`config.mk`:
```
export PLATFORM = sky130hd
export DESIGN_NAME = ccff_chain_loader
export DESIGN_NICKNAME = d
export VERILOG_FILES = /design/src/rtl/ccff_loader_pkg.sv /design/src/rtl/ccff_chain_loader_serializer.sv /design/src/rtl/ccff_chain_loader.sv
export SDC_FILE = /design/constraint.sdc
export NUM_CORES = 1
export LEC_CHECK = 0
export CORE_MARGIN = 3
export CORE_UTILIZATION = 25
export CTS_CLUSTER_DIAMETER = 120
export CTS_CLUSTER_SIZE = 10
export DETAILED_ROUTE_END_ITERATION = 6
export GPL_ROUTABILITY_DRIVEN = 0
export SKIP_CTS_REPAIR_TIMING = 1
export SLEW_MARGIN = 40
export SYNTH_ARGS = -nofsm -noshare
export SYNTH_HDL_FRONTEND = slang
export SYNTH_SLANG_ARGS = --single-unit
```
`constraint.sdc`:
```
create_clock -name prog_clk -period 1.8 [get_ports prog_clk]
set_input_delay 0.36 -clock prog_clk [delete_from_list [all_inputs] [get_ports prog_clk]]
set_output_delay 0.36 -clock prog_clk [all_outputs]
set_load 0.02 [all_outputs]
```
`src/rtl/ccff_loader_pkg.sv`:
```
// ccff_loader_pkg: state encoding and sizing helpers shared by the config-chain loader
package ccff_loader_pkg;
  typedef enum logic [1:0] {IDLE, LOAD, VERIFY, FINISH} state_t;
  function automatic int cnt_w(input int n);
    return $clog2(n + 1);
  endfunction
  function automatic int words_per_load(input int chain_len, input int word_w);
    return (chain_len + word_w - 1) / word_w;
  endfunction
endpackage

```
`src/rtl/ccff_chain_loader_serializer.sv`:
```
// ccff_word_serializer: one-word PISO holding the not-yet-presented bits of the current word
module ccff_word_serializer
  import ccff_loader_pkg::*;
#(
  parameter int WORD_W = 8
) (
  input  logic              prog_clk,
  input  logic              pReset_n,
  input  logic              load,
  input  logic              shift,
  input  logic              flush,
  input  logic [WORD_W-1:0] data,
  output logic              bit_out,
  output logic              empty
);
  localparam int RW = cnt_w(WORD_W);
  logic [WORD_W-1:0] sr;
  logic [RW-1:0]     rem;
  assign bit_out = sr[0];
  assign empty   = rem == '0;
  // bit 0 of a loaded word goes straight to the head register, so only the rest is kept
  always_ff @(posedge prog_clk or negedge pReset_n)
    if (!pReset_n) begin
      sr  <= '0;
      rem <= '0;
    end else if (flush) begin
      rem <= '0;
    end else if (load) begin
      sr  <= data >> 1;
      rem <= RW'(WORD_W - 1);
    end else if (shift) begin
      sr  <= sr >> 1;
      rem <= rem - RW'(1);
    end
endmodule

```
`src/rtl/ccff_chain_loader.sv`:
```
// ccff_chain_loader: serializes bitstream words LSB-first into the config chain head
// Optional readback verify pass, mismatch_cnt port and error flag enabled by CCFF_READBACK_EN.
module ccff_chain_loader
  import ccff_loader_pkg::*;
#(
  parameter int CHAIN_LEN = 8,
  parameter int WORD_W    = 8
) (
  input  logic              prog_clk,
  input  logic              pReset_n,
  input  logic              start,
  input  logic [WORD_W-1:0] word_data,
  input  logic              word_valid,
  output logic              word_ready,
  output logic              ccff_head,
  output logic              chain_shift_en,
  input  logic              ccff_tail,
  output logic              busy,
  output logic              done,
  output logic              error
`ifdef CCFF_READBACK_EN
  ,
  output logic [cnt_w(CHAIN_LEN)-1:0] mismatch_cnt
`endif
);
  localparam int CW = cnt_w(CHAIN_LEN);
`ifdef CCFF_READBACK_EN
  localparam state_t AFTER_LOAD = VERIFY;
`else
  localparam state_t AFTER_LOAD = FINISH;
`endif
  state_t        state, state_nxt;
  logic [CW-1:0] cnt;
  logic          active, need, pass_end, present, buf_empty, buf_bit;
  assign active   = state == LOAD || state == VERIFY;
  // bits already presented (shifted plus the one on the head now) still short of the chain
  assign need     = cnt + CW'(chain_shift_en) < CW'(CHAIN_LEN);
  assign pass_end = chain_shift_en && cnt == CW'(CHAIN_LEN - 1);
  assign present  = active && need && (!buf_empty || word_valid);
  always_comb begin
    state_nxt  = state;
    busy       = active;
    done       = state == FINISH;
    word_ready = active && buf_empty && need;
    if (state == IDLE) state_nxt = start ? LOAD : IDLE;
    else if (state == FINISH) state_nxt = IDLE;
    else if (pass_end) state_nxt = state == LOAD ? AFTER_LOAD : FINISH;
  end
  always_ff @(posedge prog_clk or negedge pReset_n)
    if (!pReset_n) begin
      state          <= IDLE;
      cnt            <= '0;
      ccff_head      <= 1'b0;
      chain_shift_en <= 1'b0;
    end else begin
      state          <= state_nxt;
      cnt            <= (state == IDLE || pass_end) ? '0 : cnt + CW'(chain_shift_en);
      chain_shift_en <= present;
      if (present) ccff_head <= buf_empty ? word_data[0] : buf_bit;
    end
  ccff_word_serializer #(.WORD_W(WORD_W)) u_ser (
    .prog_clk (prog_clk),
    .pReset_n (pReset_n),
    .load     (word_ready && word_valid),
    .shift    (active && need && !buf_empty),
    .flush    (pass_end),
    .data     (word_data),
    .bit_out  (buf_bit),
    .empty    (buf_empty)
  );
`ifdef CCFF_READBACK_EN
  logic mis;
  assign mis = state == VERIFY && chain_shift_en && ccff_tail != ccff_head;
  always_ff @(posedge prog_clk or negedge pReset_n)
    if (!pReset_n) begin
      error        <= 1'b0;
      mismatch_cnt <= '0;
    end else if (state == IDLE && start) begin
      error        <= 1'b0;
      mismatch_cnt <= '0;
    end else if (mis) begin
      error        <= 1'b1;
      mismatch_cnt <= mismatch_cnt + CW'(~&mismatch_cnt);
    end
`else
  logic unused_tail;
  assign unused_tail = ccff_tail;
  assign error       = 1'b0;
`endif
endmodule

```
==> flow_metrics.env, run 1 <==
export IMPL_finalCritPeriodShare=1.06
export IMPL_dp_cells=185
export IMPL_clk_path_buf_depth=2
export IMPL_fillers=403
export IMPL_finClkSkew_ns=0.00522
export IMPL_root_buffer="clkbuf_8"
export IMPL_comb_power_share=0.644
export IMPL_status="finished, violations left"
export IMPL_ys_seq_area_frac=0.439
export IMPL_drive_above_1_share=0.373
export IMPL_required_ns=1.44
export IMPL_grt_setup_unrepaired="yes"
export IMPL_ir_drop_v=0.000914
export IMPL_ys_flop_type="dfrtp_1"
export IMPL_ys_types=36
export IMPL_clkTransAtPathRegs_ns=0.07
export IMPL_synth_compound_gate_area_share=0.195
export IMPL_cp_cell_sequence="inv_2, ha_4, or3b_4, nor2_2, buf_4"
export IMPL_cp_num_buf_inv=2
export IMPL_crit_fanout=2
export IMPL_grt_pass1_wl_um=4130
export IMPL_ys_seq_elements=19
export IMPL_drtAntennaViolNets=0
export IMPL_hold_path_class="primary input to async pin"
export IMPL_yosysWarnings=0
export IMPL_internal_power_mw=1.69
export IMPL_h_tree_depth=1
export IMPL_synth_area_per_cell_sq_um=10.3
export IMPL_cp_top_family="simple AND/OR/NAND/NOR gates"
export IMPL_slowest_delay_ns=0.40
export IMPL_fin_setup_tns_ns=-0.451
export IMPL_layout_commonest_cell="buf_4"
export IMPL_cts_num_sinks=19
export IMPL_synth_xor_area_frac=0.0162
export IMPL_finalHoldViolCount=0
export IMPL_start_util=0.265
export IMPL_synth_simple_area_share=0.184
export IMPL_syn_area_sq_um=1080
export IMPL_end_kind="primary output"
export IMPL_async_flop_share=1.00
export IMPL_die_h_um=71.8
export IMPL_drv_cap=0
export IMPL_wl_per_cell_um=14.4
export IMPL_antenna_found_initial=0
export IMPL_power_density_nw_per_um2=1820
export IMPL_drt_iter0_drc=26
export IMPL_wirelength_um=2770
export IMPL_start_kind="flop"
export IMPL_period_needed_ns=1.91
export IMPL_final_cell_mix="buf_4, dfrtp_1, clkdlybuf4s50_1"
export IMPL_synth_mux_area_frac=0.0370
export IMPL_cts_tree="built"
export IMPL_leakagePower_nw=0.668
export IMPL_finalSetupViolCount=9
export IMPL_slowest_stage="dfrtp_1"
export IMPL_utilization=0.388
export IMPL_area_growth_pct=46.6
export IMPL_io_pins=19
export IMPL_final_max_slew_viol_count=0
export IMPL_finalPower_mw=2.89
export IMPL_grt_start_max_net_pins=22
export IMPL_grt_pass1_vias=928
export IMPL_fin_cells=192
export IMPL_first_pass_iters=4
export IMPL_post_route_drc_count=0
export IMPL_vias=965
export IMPL_fmax_ghz=0.523
export IMPL_die_w_um=71.8
export IMPL_vias_per_cell=5.03
export IMPL_row_count=23
export IMPL_syn_inst=105
export IMPL_setup_slack_ns=-0.112
export IMPL_p_seq_frac=0.254
export IMPL_crit_arrival_ns=1.55
export IMPL_syn_num_nets=124
export IMPL_antenna_cells=0
export IMPL_p_switching_mw=1.20
export IMPL_post_synth_fa_ha_maj_area_fraction=0.0694
export IMPL_path_class="flop to primary output"
export IMPL_fin_hold_ws_ns=0.433
export IMPL_p_sw_frac=0.415
export IMPL_clk_latency_ns=0.25
export IMPL_core_area_sq_um=4090
export IMPL_cts_buffers=3
export IMPL_io_buffers=16
export IMPL_synth_edf_count=0
export IMPL_hpwlAfterDp_um=1920
export IMPL_dieArea_sq_um=5150
export IMPL_synth_top_family_by_area="compound AO/OA/AOI/OAI gates"
export IMPL_nets=162
export IMPL_track_usage=0.0991
export IMPL_violations="setup timing"
export IMPL_p_clk_frac=0.102
export IMPL_overflow=0
==> cells by family (layout without fill, tap and decap cells) <==
kind of cell / after synthesis / in the layout
AO/OA/AOI/OAI: 32 / 32
XOR/XNOR: 2 / 2
adder cells (fa/ha/maj): 6 / 6
buffers and inverters: 10 / 46
flip-flops: 19 / 19
multiplexers: 3 / 4
other: 1 / 1
AND/OR/NAND/NOR: 32 / 32
==> layout make-up <==
| class | count | area [sq um] | share of cell area |
|---|---|---|---|
| well taps | 50 | 62.6 | 0.0394 |
| multi-input cells | 77 | 653 | 0.412 |
| clock buffers | 4 | 45.0 | 0.0284 |
| flip-flops and latches | 19 | 475 | 0.300 |
| inverters | 4 | 15.0 | 0.00946 |
| repair buffers | 38 | 335 | 0.211 |
==> stage by stage <==
step	cell area (sq um)	worst slack [ns]
2_1_floorplan	1090	0.00479
3_3_place_gp	1420	-0.310
3_5_place_dp	1420	-0.375
4_1_cts	1470	-0.653
5_1_grt	1590	-0.163
6_report	1590	-0.112
==> layer usage <==
layer,part of all wire,global-route usage
met5,0,0
met4,0.010,0.0355
met3,0.028,0.0182
met2,0.52,0.162
met1,0.45,0.130
==> synthesized netlist by cell type, drive strengths merged, types with 2 or more instances <==
library cell | n | area [sq um]
ha | 6 | 75.1
nor3b | 3 | 27.5
mux2 | 2 | 26.3
o21ai | 6 | 30.0
nor2 | 6 | 25.0
buf | 5 | 36.3
a31oi | 8 | 50.1
a21oi | 10 | 50.1
a311oi | 3 | 26.3
nor3 | 5 | 36.3
nand2 | 4 | 15.0
dfrtp | 19 | 475
nand4 | 7 | 43.8
xnor2 | 2 | 17.5
inv | 4 | 15.0
==> registers in the layout (all words and copies together) (netlist names) <==
| name | count |
|---|---|
| u_ser.sr | 7 |
| cnt | 4 |
| u_ser.rem | 4 |
| state | 2 |
| ccff_head | 1 |
| chain_shift_en | 1 |
==> power groups by stage <==
stage	registers, mW	logic (mW)	clock network [mW]
5_1_grt	0.747	2.02	0.328
4_1_cts	0.716	1.54	0.302
3_5_place_dp	0.724	1.55	0
3_3_place_gp	0.710	1.48	0
2_1_floorplan	0.760	0.943	0
6_report	0.733	1.86	0.294
==> path summary, 6_finish.rpt <==
path	from	endpoint	slack, ns	depth (start not counted)
max	u_ser.rem[0]	word_ready	-0.11	5
min	pReset_n	u_ser.sr[6]	0.43	2
max reg2reg	u_ser.rem[0]	u_ser.rem[2]	-0.07	8
min reg2reg	state[1]	state[1]	0.55	1
max in group asynchronous	pReset_n	u_ser.sr[0]	1.15	2
min in group prog_clk	state[1]	state[1]	0.55	1
==> worst register-to-register path: cells and delay by family (launching register included) <==
family,cells,cell delay [ns]
compound gates,2,0.35
fa+ha+maj,1,0.13
buf+inv,3,0.34
flops,1,0.40
simple gates,2,0.54
Power figures use the tool's default switching activity.
==> inputs of run 2 (changes only) <==
Settings changed: SKIP_CTS_REPAIR_TIMING 1 to not set.
==> run 2 against run 1 <==
Effect of this change: the run still ends with setup timing left; cell count shrank 1.0%; combinational power fell by 4%; clock-buffer cell count stayed put; sequential power down 1%; critical path type unchanged; largest power group unchanged; highest routed layer unchanged.
==> flow_metrics.env, run 2 (synthesis results as in run 1) <==
export IMPL_h_tree_depth=1
export IMPL_cp_cell_sequence="inv_2, ha_4, or3b_4, nor2_4, buf_6"
export IMPL_layout_commonest_cell="buf_4"
export IMPL_track_usage=0.0994
export IMPL_fin_setup_tns_ns=-0.0714
export IMPL_drt_iter0_drc=15
export IMPL_path_class="flop to primary output"
export IMPL_reg2reg_from="chain_shift_en"
export IMPL_power_density_nw_per_um2=1800
export IMPL_die_h_um=71.8
export IMPL_post_route_drc_count=0
export IMPL_antenna_cells=0
export IMPL_dp_slack_ns=-0.375
export IMPL_hpwlAfterDp_um=1920
export IMPL_die_w_um=71.8
export IMPL_leakagePower_nw=0.638
export IMPL_dp_cells=185
export IMPL_place_area_sq_um=1420
export IMPL_nets=160
export IMPL_root_buffer="clkbuf_8"
export IMPL_grt_pass1_vias=923
export IMPL_finalSetupViolCount=1
export IMPL_area_growth_pct=43.4
export IMPL_status="finished, violations left"
export IMPL_setup_slack_ns=-0.0714
export IMPL_cts_tree="built"
export IMPL_drtAntennaViolNets=0
export IMPL_final_cell_mix="buf_4, dfrtp_1, clkdlybuf4s50_1"
export IMPL_r2r_cells=6
export IMPL_finClkSkew_ns=0.00653
export IMPL_slowest_stage="dfrtp_1"
export IMPL_wirelength_um=2590
export IMPL_crit_fanout=2
export IMPL_start_util=0.265
export IMPL_grt_setup_unrepaired="yes"
export IMPL_clk_latency_ns=0.25
export IMPL_start_kind="flop"
export IMPL_rr_endpoint="u_ser.sr[6]"
export IMPL_vias=955
export IMPL_max_flop_register="u_ser.sr"
export IMPL_ir_drop_v=0.000903
export IMPL_grt_pass1_wl_um=4130
export IMPL_io_buffers=16
export IMPL_fin_cells=190
export IMPL_reg_top3="u_ser.sr (7), cnt (4), u_ser.rem (4)"
export IMPL_violations="setup timing"
export IMPL_vias_per_cell=5.03
export IMPL_dieArea_sq_um=5150
export IMPL_reg2reg_slack_ns=0.02
export IMPL_first_pass_iters=4
export IMPL_largest_reg_flops=7
export IMPL_stdcell_area_sq_um=1550
export IMPL_cts_num_sinks=19
export IMPL_grt_start_max_net_pins=22
export IMPL_clk_path_buf_depth=2
export IMPL_crit_arrival_ns=1.51
export IMPL_row_count=23
export IMPL_hold_path_class="primary input to async pin"
export IMPL_final_max_slew_viol_count=0
export IMPL_fmax_ghz=0.534
export IMPL_wl_per_cell_um=13.6
export IMPL_drv_cap=0
export IMPL_core_area_sq_um=4090
export IMPL_finalCritPeriodShare=1.04
export IMPL_io_pins=19
export IMPL_cts_hold_buf=0
export IMPL_required_ns=1.44
export IMPL_period_needed_ns=1.87
export IMPL_utilization=0.380
export IMPL_finalHoldViolCount=0
export IMPL_clkTransAtPathRegs_ns=0.07
export IMPL_antenna_found_initial=0
export IMPL_slowest_delay_ns=0.40
export IMPL_end_kind="primary output"
export IMPL_drive_above_1_share=0.336
export IMPL_overflow=0
export IMPL_cts_buffers=3
[run 2: worst max path at each step]
stage / from / end / slack [ns] / depth (start not counted)
after floorplan: state[0] / word_ready / 0.005 / 5
after global placement: state[1] / word_ready / -0.31 / 6
after detailed placement: state[1] / word_ready / -0.38 / 6
after CTS: state[1] / word_ready / -0.10 / 6
after global routing: u_ser.rem[1] / word_ready / -0.14 / 5
final: u_ser.rem[0] / word_ready / -0.07 / 5
[run 2: critical path, delay by kind of cell (launching register included)]
| kind | cells | cell delay (ns) |
|---|---|---|
| and+or+nand+nor | 2 | 0.53 |
| buffers and inverters | 2 | 0.20 |
| DFF | 1 | 0.40 |
| adders and majority gates | 1 | 0.12 |
[run 2: metrics by stage]
step,hold slack (ns),total power [mW]
2_1_floorplan,0.0644,1.70
3_3_place_gp,0.515,2.19
3_5_place_dp,0.532,2.27
4_1_cts,0.449,2.58
5_1_grt,0.465,2.99
6_report,0.438,2.79
[run 2: report_power, final]
part	internal (mW)	switching [mW]	leakage, nW
Combinational	0.854	0.921	0.389
Sequential	0.623	0.101	0.226
Clock	0.157	0.137	0.0228
Total	1.63	1.16	0.638
[run 2: layout make-up]
cell class	count	area [sq um]
Clock buffer	4	45.0
Fill cell	413	2530
Inverter	4	15.0
Multi-Input combinational cell	76	636
Sequential cell	19	475
Tap cell	50	62.6
Timing Repair Buffer	37	318
[run 2: metal layers]
metal  vias to the layer above  routed length, um  global-route usage
li1                        460                  -                   -
met1                       469               1190               0.130
met2                        22               1280               0.165
met3                         4                 89              0.0182
met4                         0                 32              0.0313
met5                         -                  0                   0
[run 2: what timing repair did]
action                                  CTS  global route
gates resized for setup                  12            13
buffers inserted                          0             1
endpoints found under the setup margin   11            12
cloned                                    0             0
pin swaps                                 1            11
